File: src/rtl/pipe_hazard_ctrl_pkg.sv
// -----------------------------------------------------------------------------
// pipe_hazard_ctrl_pkg
// Shared pipeline definitions: register address bus width, the stall/flush
// enable levels and the hazard controller state encoding.
// -----------------------------------------------------------------------------
package pipe_hazard_ctrl_pkg;

    localparam int RegAddrBus = 5;

    localparam logic StallEnable = 1'b1;
    localparam logic FlushEnable = 1'b1;

    typedef enum logic [1:0] {
        HZ_RUN      = 2'd0,
        HZ_MEM_WAIT = 2'd1,
        HZ_HALT     = 2'd2
    } hz_state_t;

endpackage

File: src/rtl/pipe_hazard_ctrl_if.sv
// -----------------------------------------------------------------------------
// pipe_hazard_ctrl_if
// Bundle between the pipeline (ID/EXE/MEM stages and pipeline registers) and
// the hazard controller.
//   master : pipeline side, drives hazard sources, receives stall/flush/halt
//   slave  : hazard controller side
// -----------------------------------------------------------------------------
interface pipe_hazard_ctrl_if #(
    parameter int REG_ADDR_W = pipe_hazard_ctrl_pkg::RegAddrBus
);
    logic [REG_ADDR_W-1:0] id_rs1_addr;
    logic [REG_ADDR_W-1:0] id_rs2_addr;
    logic                  id_rs1_used;
    logic                  id_rs2_used;
    logic [REG_ADDR_W-1:0] exe_write_addr;
    logic                  exe_reg_write;
    logic                  exe_DM_read;
    logic                  exe_branch_taken;
    logic                  mem_req;
    logic                  dm_ready;
    logic                  pc_stall;
    logic                  if_id_stall;
    logic                  id_exe_stall;
    logic                  exe_mem_stall;
    logic                  if_id_flush;
    logic                  id_exe_flush;
    logic                  halt;

    modport master (
        output id_rs1_addr, id_rs2_addr, id_rs1_used, id_rs2_used,
        output exe_write_addr, exe_reg_write, exe_DM_read, exe_branch_taken,
        output mem_req, dm_ready,
        input  pc_stall, if_id_stall, id_exe_stall, exe_mem_stall,
        input  if_id_flush, id_exe_flush, halt
    );

    modport slave (
        input  id_rs1_addr, id_rs2_addr, id_rs1_used, id_rs2_used,
        input  exe_write_addr, exe_reg_write, exe_DM_read, exe_branch_taken,
        input  mem_req, dm_ready,
        output pc_stall, if_id_stall, id_exe_stall, exe_mem_stall,
        output if_id_flush, id_exe_flush, halt
    );

endinterface

File: src/rtl/pipe_hazard_ctrl_hazard_cmp.sv
// -----------------------------------------------------------------------------
// hazard_cmp
// Purely combinational load-use comparator; also reused by the forwarding unit.
//   id_rs1_addr/id_rs2_addr, id_rs1_used/id_rs2_used : ID-stage sources
//   exe_write_addr, exe_reg_write, exe_DM_read       : EXE-stage load info
//   lu                                               : load-use hazard
// -----------------------------------------------------------------------------
module hazard_cmp
    import pipe_hazard_ctrl_pkg::*;
#(
    parameter int REG_ADDR_W = RegAddrBus
) (
    input  logic [REG_ADDR_W-1:0] id_rs1_addr,
    input  logic [REG_ADDR_W-1:0] id_rs2_addr,
    input  logic                  id_rs1_used,
    input  logic                  id_rs2_used,
    input  logic [REG_ADDR_W-1:0] exe_write_addr,
    input  logic                  exe_reg_write,
    input  logic                  exe_DM_read,
    output logic                  lu
);

    logic rs1_hit;
    logic rs2_hit;

    assign rs1_hit = id_rs1_used && (id_rs1_addr == exe_write_addr);
    assign rs2_hit = id_rs2_used && (id_rs2_addr == exe_write_addr);

    // x0 is hardwired to zero, so a load targeting it never creates a hazard.
    assign lu = exe_DM_read && exe_reg_write && (|exe_write_addr)
              && (rs1_hit || rs2_hit);

endmodule

File: src/rtl/pipe_hazard_ctrl.sv
// -----------------------------------------------------------------------------
// pipe_hazard_ctrl
// Pipeline control: load-use bubble, taken-branch flush, memory-wait freeze
// with timeout halt. All stall/flush/halt outputs are combinational so the
// pipeline registers act on them at the same edge.
//   clk, rst        : clock, synchronous active-high reset
//   hz (slave)      : hazard sources in, stall/flush/halt out
//   perf_stall_cnt  : cycles with pc_stall (PIPE_HAZARD_PERF_EN only)
//   perf_flush_cnt  : cycles with if_id_flush (PIPE_HAZARD_PERF_EN only)
// Optional feature macro: PIPE_HAZARD_PERF_EN
//
// state       | meaning
// ------------+-------------------------------------------------------------
// HZ_RUN      | normal flow, bubble/flush decode active
// HZ_MEM_WAIT | data memory access outstanding, wait_cnt counts wait cycles
// HZ_HALT     | memory timeout, pipeline frozen until rst
// -----------------------------------------------------------------------------
module pipe_hazard_ctrl
    import pipe_hazard_ctrl_pkg::*;
#(
    parameter int REG_ADDR_W  = RegAddrBus,
    parameter int MEM_TIMEOUT = 15
) (
    input  logic               clk,
    input  logic               rst,
`ifdef PIPE_HAZARD_PERF_EN
    output logic [31:0]        perf_stall_cnt,
    output logic [31:0]        perf_flush_cnt,
`endif
    pipe_hazard_ctrl_if.slave  hz
);

    localparam int CNT_W = $clog2(MEM_TIMEOUT + 1);

    hz_state_t        state;
    logic [CNT_W-1:0] wait_cnt;
    logic             lu;
    logic             br;
    logic             freeze;

    logic pc_stall_c;
    logic if_id_stall_c;
    logic id_exe_stall_c;
    logic exe_mem_stall_c;
    logic if_id_flush_c;
    logic id_exe_flush_c;
    logic halt_c;

    hazard_cmp #(
        .REG_ADDR_W (REG_ADDR_W)
    ) u_hazard_cmp (
        .id_rs1_addr    (hz.id_rs1_addr),
        .id_rs2_addr    (hz.id_rs2_addr),
        .id_rs1_used    (hz.id_rs1_used),
        .id_rs2_used    (hz.id_rs2_used),
        .exe_write_addr (hz.exe_write_addr),
        .exe_reg_write  (hz.exe_reg_write),
        .exe_DM_read    (hz.exe_DM_read),
        .lu             (lu)
    );

    assign br     = hz.exe_branch_taken;
    assign freeze = hz.mem_req && !hz.dm_ready && (state != HZ_HALT);

    always_ff @(posedge clk) begin
        if (rst) begin
            state    <= HZ_RUN;
            wait_cnt <= '0;
        end else begin
            case (state)
                HZ_RUN: begin
                    if (freeze) begin
                        state    <= HZ_MEM_WAIT;
                        wait_cnt <= CNT_W'(1);
                    end
                end
                HZ_MEM_WAIT: begin
                    if (hz.dm_ready) begin
                        state    <= HZ_RUN;
                        wait_cnt <= '0;
                    end else if (wait_cnt == CNT_W'(MEM_TIMEOUT)) begin
                        // wait_cnt holds at MEM_TIMEOUT from here on.
                        state <= HZ_HALT;
                    end else begin
                        wait_cnt <= wait_cnt + CNT_W'(1);
                    end
                end
                HZ_HALT: begin
                    state <= HZ_HALT;
                end
                default: begin
                    state    <= HZ_RUN;
                    wait_cnt <= '0;
                end
            endcase
        end
    end

    // Priority: reset, halt, freeze, branch, load-use. A frozen pipeline
    // defers branch/load-use; they re-evaluate once the freeze lifts.
    always_comb begin
        pc_stall_c      = 1'b0;
        if_id_stall_c   = 1'b0;
        id_exe_stall_c  = 1'b0;
        exe_mem_stall_c = 1'b0;
        if_id_flush_c   = 1'b0;
        id_exe_flush_c  = 1'b0;
        halt_c          = 1'b0;
        if (rst) begin
            halt_c = 1'b0;
        end else if (state == HZ_HALT) begin
            pc_stall_c      = StallEnable;
            if_id_stall_c   = StallEnable;
            id_exe_stall_c  = StallEnable;
            exe_mem_stall_c = StallEnable;
            halt_c          = 1'b1;
        end else if (freeze) begin
            pc_stall_c      = StallEnable;
            if_id_stall_c   = StallEnable;
            id_exe_stall_c  = StallEnable;
            exe_mem_stall_c = StallEnable;
        end else if (br) begin
            // The ID instruction is discarded, which also resolves any load-use.
            if_id_flush_c  = FlushEnable;
            id_exe_flush_c = FlushEnable;
        end else if (lu) begin
            pc_stall_c     = StallEnable;
            if_id_stall_c  = StallEnable;
            id_exe_flush_c = FlushEnable;
        end
    end

    assign hz.pc_stall      = pc_stall_c;
    assign hz.if_id_stall   = if_id_stall_c;
    assign hz.id_exe_stall  = id_exe_stall_c;
    assign hz.exe_mem_stall = exe_mem_stall_c;
    assign hz.if_id_flush   = if_id_flush_c;
    assign hz.id_exe_flush  = id_exe_flush_c;
    assign hz.halt          = halt_c;

`ifdef PIPE_HAZARD_PERF_EN
    always_ff @(posedge clk) begin
        if (rst) begin
            perf_stall_cnt <= '0;
            perf_flush_cnt <= '0;
        end else begin
            if (pc_stall_c) begin
                perf_stall_cnt <= perf_stall_cnt + 32'd1;
            end
            if (if_id_flush_c) begin
                perf_flush_cnt <= perf_flush_cnt + 32'd1;
            end
        end
    end
`endif

endmodule
File: src/flat_wrapper.sv
// flat-port wrapper written by rule: the top's interface ports become plain ports
module pipe_hazard_ctrl_flat import pipe_hazard_ctrl_pkg::*;
#(
    parameter int REG_ADDR_W  = RegAddrBus,
    parameter int MEM_TIMEOUT = 15
)
  (clk, rst, hz_id_rs1_addr, hz_id_rs2_addr, hz_id_rs1_used, hz_id_rs2_used, hz_exe_write_addr, hz_exe_reg_write, hz_exe_DM_read, hz_exe_branch_taken, hz_mem_req, hz_dm_ready, hz_pc_stall, hz_if_id_stall, hz_id_exe_stall, hz_exe_mem_stall, hz_if_id_flush, hz_id_exe_flush, hz_halt);
  pipe_hazard_ctrl_if #(.REG_ADDR_W(REG_ADDR_W)) hz_i ();
  input  logic clk;
  input  logic rst;
  input wire logic [$bits(hz_i.id_rs1_addr)-1:0] hz_id_rs1_addr;
  input wire logic [$bits(hz_i.id_rs2_addr)-1:0] hz_id_rs2_addr;
  input wire logic [$bits(hz_i.id_rs1_used)-1:0] hz_id_rs1_used;
  input wire logic [$bits(hz_i.id_rs2_used)-1:0] hz_id_rs2_used;
  input wire logic [$bits(hz_i.exe_write_addr)-1:0] hz_exe_write_addr;
  input wire logic [$bits(hz_i.exe_reg_write)-1:0] hz_exe_reg_write;
  input wire logic [$bits(hz_i.exe_DM_read)-1:0] hz_exe_DM_read;
  input wire logic [$bits(hz_i.exe_branch_taken)-1:0] hz_exe_branch_taken;
  input wire logic [$bits(hz_i.mem_req)-1:0] hz_mem_req;
  input wire logic [$bits(hz_i.dm_ready)-1:0] hz_dm_ready;
  output wire logic [$bits(hz_i.pc_stall)-1:0] hz_pc_stall;
  output wire logic [$bits(hz_i.if_id_stall)-1:0] hz_if_id_stall;
  output wire logic [$bits(hz_i.id_exe_stall)-1:0] hz_id_exe_stall;
  output wire logic [$bits(hz_i.exe_mem_stall)-1:0] hz_exe_mem_stall;
  output wire logic [$bits(hz_i.if_id_flush)-1:0] hz_if_id_flush;
  output wire logic [$bits(hz_i.id_exe_flush)-1:0] hz_id_exe_flush;
  output wire logic [$bits(hz_i.halt)-1:0] hz_halt;
  assign hz_i.id_rs1_addr = hz_id_rs1_addr;
  assign hz_i.id_rs2_addr = hz_id_rs2_addr;
  assign hz_i.id_rs1_used = hz_id_rs1_used;
  assign hz_i.id_rs2_used = hz_id_rs2_used;
  assign hz_i.exe_write_addr = hz_exe_write_addr;
  assign hz_i.exe_reg_write = hz_exe_reg_write;
  assign hz_i.exe_DM_read = hz_exe_DM_read;
  assign hz_i.exe_branch_taken = hz_exe_branch_taken;
  assign hz_i.mem_req = hz_mem_req;
  assign hz_i.dm_ready = hz_dm_ready;
  assign hz_pc_stall = hz_i.pc_stall;
  assign hz_if_id_stall = hz_i.if_id_stall;
  assign hz_id_exe_stall = hz_i.id_exe_stall;
  assign hz_exe_mem_stall = hz_i.exe_mem_stall;
  assign hz_if_id_flush = hz_i.if_id_flush;
  assign hz_id_exe_flush = hz_i.id_exe_flush;
  assign hz_halt = hz_i.halt;
  pipe_hazard_ctrl #(.REG_ADDR_W(REG_ADDR_W), .MEM_TIMEOUT(MEM_TIMEOUT)) u_core (.clk(clk), .rst(rst), .hz(hz_i));
endmodule
File: config.mk
export PLATFORM = sky130hd
export DESIGN_NAME = pipe_hazard_ctrl_flat
export DESIGN_NICKNAME = d
export VERILOG_FILES = /design/src/rtl/pipe_hazard_ctrl_pkg.sv /design/src/rtl/pipe_hazard_ctrl_if.sv /design/src/rtl/pipe_hazard_ctrl_hazard_cmp.sv /design/src/rtl/pipe_hazard_ctrl.sv /design/src/flat_wrapper.sv
export SDC_FILE = /design/constraint.sdc
export NUM_CORES = 1
export LEC_CHECK = 0
export CAP_MARGIN = 10
export CORE_UTILIZATION = 38
export DETAILED_ROUTE_END_ITERATION = 10
export PLACE_DENSITY = 0.82
export SYNTH_ARGS = -nofsm -noshare
export SYNTH_HDL_FRONTEND = slang
export SYNTH_SLANG_ARGS = --single-unit
export TNS_END_PERCENT = 30
File: constraint.sdc
create_clock -name clk -period 2.25 [get_ports clk]
set_input_delay 0.45 -clock clk [delete_from_list [all_inputs] [get_ports clk]]
set_output_delay 0.45 -clock clk [all_outputs]
set_load 0.1 [all_outputs]
# Word level (Yosys, flattened, before mapping)
# Cells that the tools add are included.
[word_totals] reg_bits=6 latch_bits=0 ram_bits=0 romBits=0 in_bits=24 out_inout_bits=7 mem_count=0
[op_classes] add_sub_neg=1 multipliers=0 n_div=0 magnitude_cmp=0 eq_ne=9 n_shift=0 mux=26 bitwise_logic=1 reduce_logical=13
[ops] op="1-bit two-way mux" n=18
[ops] op="4-bit two-way mux" n=3
[ops] op="4-bit case mux with 3 select lines" n=1
[ops] op="5-bit == test" n=2
[ops] op="1-bit logical AND" n=7
[ops] op="2-bit two-way mux" n=3
[ops] op="2-bit case mux with 3 select lines" n=1
[ops] op="5-bit OR reduction" n=1
[ops] op="4-bit by 1-bit adder with 4-bit output (second input constant)" n=1
[ops] op="4-bit == test (second input constant)" n=1
[ops] op="3-bit by 2-bit inequality test with 1-bit output (second input constant)" n=1
[ops] op="3-bit inequality test (second input constant)" n=1
[ops] op="3-bit AND reduction" n=1
[ops] op="2-bit by 1-bit == test with 1-bit output (second input constant)" n=1
[ops] op="2-bit == test (second input constant)" n=1
[ops] op="2-bit zero test" n=1
[ops] op="2-bit by 1-bit inequality test with 1-bit output (second input constant)" n=1
[ops] op="2-bit inequality test (second input constant)" n=1
[ops] op="2-bit AND reduction" n=1
[ops] op="1-bit zero test" n=1
[ops] op="1-bit logical OR" n=1
[ops] op="1-bit inverter" n=1

# Longest topological paths before layout
# Gate-level depths: netlist of run 1.
[logic_depth] ltp_word=9 depth_mapped=5 depth_no_buf=5

# By module
# From an unflattened synthesis of run 1, not the netlist that was laid out.
[unflattened] hier_cells=69 hier_area_um2=554.3
[modules_own_cells] module="pipe_hazard_ctrl" instances=1 cells_per_inst=52 area_each_um2=419.2 seq_area_each_um2=120.1
[modules_own_cells] module="hazard_cmp" instances=1 cells_per_inst=17 area_each_um2=135.1 seq_area_each_um2=0.0

# Worst setup path before layout of run 1
# No wires, ideal clock.
[synth_path] path_type="input port to output port" from="input hz_exe_write_addr[2]" to="output hz_pc_stall" arrival_time_ns=3.980 path_slack_ns=-2.180 stages=5 n_path_buf=1 cell_sequence="xor2_1 > nor4_1 > a32oi_1 > o32ai_1 > buf_4"
[synth_via] elab_chain_cells=9 word_cells_on_any_way=13 classes_between="2 x eq/ne; 5 x mux; 6 x reduce/logical"
[synth_lines] item="start, declared" line="flat_wrapper.sv:15" text="input wire logic [$bits(hz_i.exe_write_addr)-1:0] hz_exe_write_addr;"
[synth_lines] item="5-bit == test (on tied branches)" line="pipe_hazard_ctrl_hazard_cmp.sv:26, pipe_hazard_ctrl_hazard_cmp.sv:27"
[synth_lines] item="1-bit logical AND (on tied branches)" line="pipe_hazard_ctrl_hazard_cmp.sv:26, pipe_hazard_ctrl_hazard_cmp.sv:27"
[synth_lines] item="1-bit logical OR" line="pipe_hazard_ctrl_hazard_cmp.sv:31" text="&& (rs1_hit || rs2_hit);"
[synth_lines] item="1-bit logical AND *" line="pipe_hazard_ctrl_hazard_cmp.sv:31"
[synth_lines] item="1-bit two-way mux * (5 in series)"
[synth_lines] item="end, declared" line="flat_wrapper.sv:21" text="output wire logic [$bits(hz_i.pc_stall)-1:0] hz_pc_stall;"
# Mark *: on every way between the ends. The rest lies on a longest branch, timed or not.

# Worst setup path after layout of run 1
[layout_path] from="input hz_id_rs2_addr[0]" to="output hz_id_exe_flush"
[layout_via] elab_chain_cells=9
[layout_lines] item="start, declared" line="flat_wrapper.sv:12" text="input wire logic [$bits(hz_i.id_rs2_addr)-1:0] hz_id_rs2_addr;"
[layout_lines] item="5-bit == test" line="pipe_hazard_ctrl_hazard_cmp.sv:27" text="assign rs2_hit = id_rs2_used && (id_rs2_addr == exe_write_addr);"
[layout_lines] item="1-bit logical AND" line="pipe_hazard_ctrl_hazard_cmp.sv:27"
[layout_lines] item="1-bit logical OR" line="pipe_hazard_ctrl_hazard_cmp.sv:31"
[layout_lines] item="1-bit logical AND" line="pipe_hazard_ctrl_hazard_cmp.sv:31"
[layout_lines] item="1-bit two-way mux" line="pipe_hazard_ctrl.sv:126" text="end else if (lu) begin"
[layout_lines] item="1-bit two-way mux" line="pipe_hazard_ctrl.sv:122" text="end else if (br) begin"
[layout_lines] item="1-bit two-way mux" line="pipe_hazard_ctrl.sv:117" text="end else if (freeze) begin"
[layout_lines] item="1-bit two-way mux" line="pipe_hazard_ctrl.sv:111" text="end else if (state == HZ_HALT) begin"
[layout_lines] item="1-bit two-way mux" line="pipe_hazard_ctrl.sv:109" text="if (rst) begin"
[layout_lines] item="end, declared" line="flat_wrapper.sv:26" text="output wire logic [$bits(hz_i.id_exe_flush)-1:0] hz_id_exe_flush;"
# No other way between the ends.

==> results of run 1 <==
-- layer usage --
metal  share of wire, %  global-route usage [%]  up-vias
met5                  0                       0        -
met4                  0                   12.93        0
met3                5.9                   4.046        0
met2                 52                   47.08       23
met1                 42                   25.35      270
li1                   -                       -      298
-- worst min-delay path by stage --
stage / startpoint / to / slack [ns] / depth (start not counted)
floorplan: u_core.wait_cnt[3]$_SDFFE_PP0P_ / u_core.wait_cnt[3]$_SDFFE_PP0P_ / 0.46 / 2
global placement: u_core.wait_cnt[3]$_SDFFE_PP0P_ / u_core.wait_cnt[3]$_SDFFE_PP0P_ / 0.48 / 2
CTS: u_core.wait_cnt[3]$_SDFFE_PP0P_ / u_core.wait_cnt[3]$_SDFFE_PP0P_ / 0.50 / 2
finish: u_core.wait_cnt[2]$_SDFFE_PP0P_ / u_core.wait_cnt[2]$_SDFFE_PP0P_ / 0.51 / 2
detailed placement: u_core.wait_cnt[3]$_SDFFE_PP0P_ / u_core.wait_cnt[3]$_SDFFE_PP0P_ / 0.49 / 2
global route: u_core.wait_cnt[3]$_SDFFE_PP0P_ / u_core.wait_cnt[3]$_SDFFE_PP0P_ / 0.52 / 2
-- layout make-up --
cell class	instances	area [um2]	area share, %
Multi-Input combinational cell	53	449.2	45.73
Inverter	2	7.507	0.7643
Tap cell	14	17.52	1.783
Sequential cell	6	120.1	12.23
Clock buffer	3	22.52	2.293
Timing Repair Buffer	34	365.4	37.20
-- power by group through the flow --
| stage | clock network [W] | logic, W | registers (W) |
|---|---|---|---|
| finish | 0.0000925 | 0.000162 | 0.000114 |
| floorplan | 0 | 0.0000858 | 0.000115 |
| CTS | 0.0000981 | 0.000161 | 0.000114 |
| detailed placement | 0 | 0.000163 | 0.000116 |
| global placement | 0 | 0.000160 | 0.000115 |
| global route | 0.000102 | 0.000173 | 0.000114 |
-- synth_stat cells (all sizes together) (2+ instances only) --
master and n:
xor2 8, nor2 7, dfxtp 6, o21ai 4, mux2i 3, nand2b 3
a21oi 2, and2 2, buf 2, inv 2, nand2 2, nand3 2
nor4 2, or3 2, xnor2 2
-- worst max-delay path, stage by stage --
cell	delay [ns]
buf_2	0.12
xor2_2	0.18
nor4_2	0.30
a32oi_2	0.19
buf_4	0.18
o31ai_4	0.20
buf_12	0.21
-- cells by family (layout without fill, tap and decap cells) --
| family | count (synthesis) | after routing | share of synthesized area, % |
|---|---|---|---|
| and+or+nand+nor | 27 | 27 | 29.93 |
| AOI/OAI and AO/OA | 12 | 12 | 16.30 |
| xor gates and xnor gates | 10 | 10 | 17.03 |
| DFF | 6 | 6 | 23.36 |
| buffers and inverters | 5 | 39 | 5.108 |
| muxes | 3 | 3 | 5.840 |
| adders and majority gates | 1 | 1 | 2.433 |
-- through the flow --
step	setup TNS, ns	hold slack [ns]
floorplan	-1.305	0.4584
global placement	-1.225	0.4779
detailed placement	-1.507	0.4910
CTS	-0.06117	0.4967
global route	-0.3619	0.5219
finish	-0.03266	0.5092
-- sequential cells by signal, summed over array words and instances (netlist names) --
| register | count |
|---|---|
| u_core.state | 2 |
| u_core.wait_cnt | 4 |
-- repair_timing --
| action | CTS | global route |
|---|---|---|
| setup endpoints to repair | 4 | 6 |
| pin swaps | 12 | 2 |
| resized for setup | 46 | 1 |
==> impl_metrics.ini, run 1 <==
[status]
outcome = finished, violations left
violations = negative setup slack

[logic_synthesis]
ys_top_cells_by_area = dfxtp_1, xor2_1, mux2i_1
synth_seq_cells = 6
ys_types = 31
yosysSeqAreaShare_pct = 23.36
syn_nets = 89
synth.top_cell.area_share_pct = 23.36
synth_edf_count = 0
synthCells = 64
synth_area_per_cell_um2 = 8.035
ys.warnings.count = 0
synthesis.area_um2 = 514.2
synth_flop_cell = dfxtp_1
synth_area_leader_cell = dfxtp_1
synthArstFlopShare_pct = 0

[detailed_routing]
totalWireLength_um = 1454
drtAntennaViolNets = 0
drtIter0Drc = 8
routed-via-count = 591
wl_per_cell_um = 12.98
firstDrtPassIters = 4
drc_errors = 0
vias_per_cell = 5.277

[layout]
drive_above_1_share_pct = 34.69
mostFrequentLayoutCell = clkdlybuf4s50_1
final_nets = 125
postLayoutCoreUtil_pct = 82.81
n_antenna_cell = 0
syn2layout_area_growth_pct = 91.00
num-fill-cells = 76
final_cell_mix = clkdlybuf4s50_1, xor2_1, buf_12
final_cell_area_um2 = 982.2
final_cells = 112

[clocking]
clk_latency_ns = 0.23
cts_tree = built
htree_num_levels = 1
root_buffer = clkbuf_4
cts_made_buffers = 3
clk_pin_slew_worst_paths_ns = 0.04
cts_setup_buffers = 0
cts_hold_buf = 0
cts_buffer_depth = 2
cts_sinks = 6

[sta]
slew_viol_final = 0
clock_skew_ns = 0.0005375
hold_violations = 0
setup_viol = 4
relSlewSlack_pct = 78.51
worst_pin_slew_ns = 0.3245
fin_ws_ns = -0.03208
period_needed_ns = 2.282
timing.fmax_mhz = 438.2
timing.final.crit_share_pct = 101.4
rsz0062_at_grt = yes

[setup_path]
cp_data_required_time_ns = 1.80
crit_path_end = hz_id_exe_flush
end_kind = output pin
critical_path_peak_fanout = 2
rrSetupSlack_ns = 0.81
cp.arrival_ns = 1.83
reg2reg_from = u_core.wait_cnt[0]$_SDFFE_PP0P_
worst_setup_path_start_kind = input pin
critPathKind = input pin to output pin
r2r-end = u_core.wait_cnt[3]$_SDFFE_PP0P_
r2r_cells = 5
critPathLaunch = hz_id_rs2_addr[0]

[power_and_ir_drop]
power.leakage_nw = 0.3929
p_total_w = 0.0003685
clkPwrFrac_pct = 25.1
ir_worst_vdd_mv = 0.3519
pwr_density_cell_nw_per_um2 = 375.1
p_seq_share_pct = 30.9
switching_power_w = 0.0001228
switching_share_pct = 33.32
combPwrFrac_pct = 44.0
p_int_w = 0.0002457

[min_path]
min_path_type = flop to flop

[die]
chipHeight_um = 38.79
num_rows = 12
dieWidth_um = 38.79
start_util_pct = 43.35
core-area_um2 = 1186
ios = 31
die-area_um2 = 1504

[place]
place_worst_setup_slack_ns = -0.4981
dpl.cell_count = 110
gp_congestion = 0.6384
placed_area_um2 = 955.9
hpwlAfterDp_um = 1212
portBuffers = 30

[global_route]
overflow = 0
grt_max_degree = 9
grt_pass1_wl_um = 2490
grt_pass1_vias = 592
grt_antenna_before_repair = 0
grt.total_usage_pct = 24.85

[flow_run]
drv_cap = 0
No activity file was read; power rests on OpenSTA's default activity.
==> inputs of run 2 (changes only) <==
ABC_AREA = 0   (was unset)
==> results of run 2 <==
Same layout as run 1: the final DEF is identical, and so are final timing and power.
==> inputs of run 3 (changes only) <==
GPL_ROUTABILITY_DRIVEN = 0   (was unset)
MAX_ROUTING_LAYER = met4   (was unset)
==> results of run 3 <==
Same layout as run 1: the final DEF is identical, and so are final timing and power.
Main changes from that run: overall routing resource usage 24.85% -> 25.46%
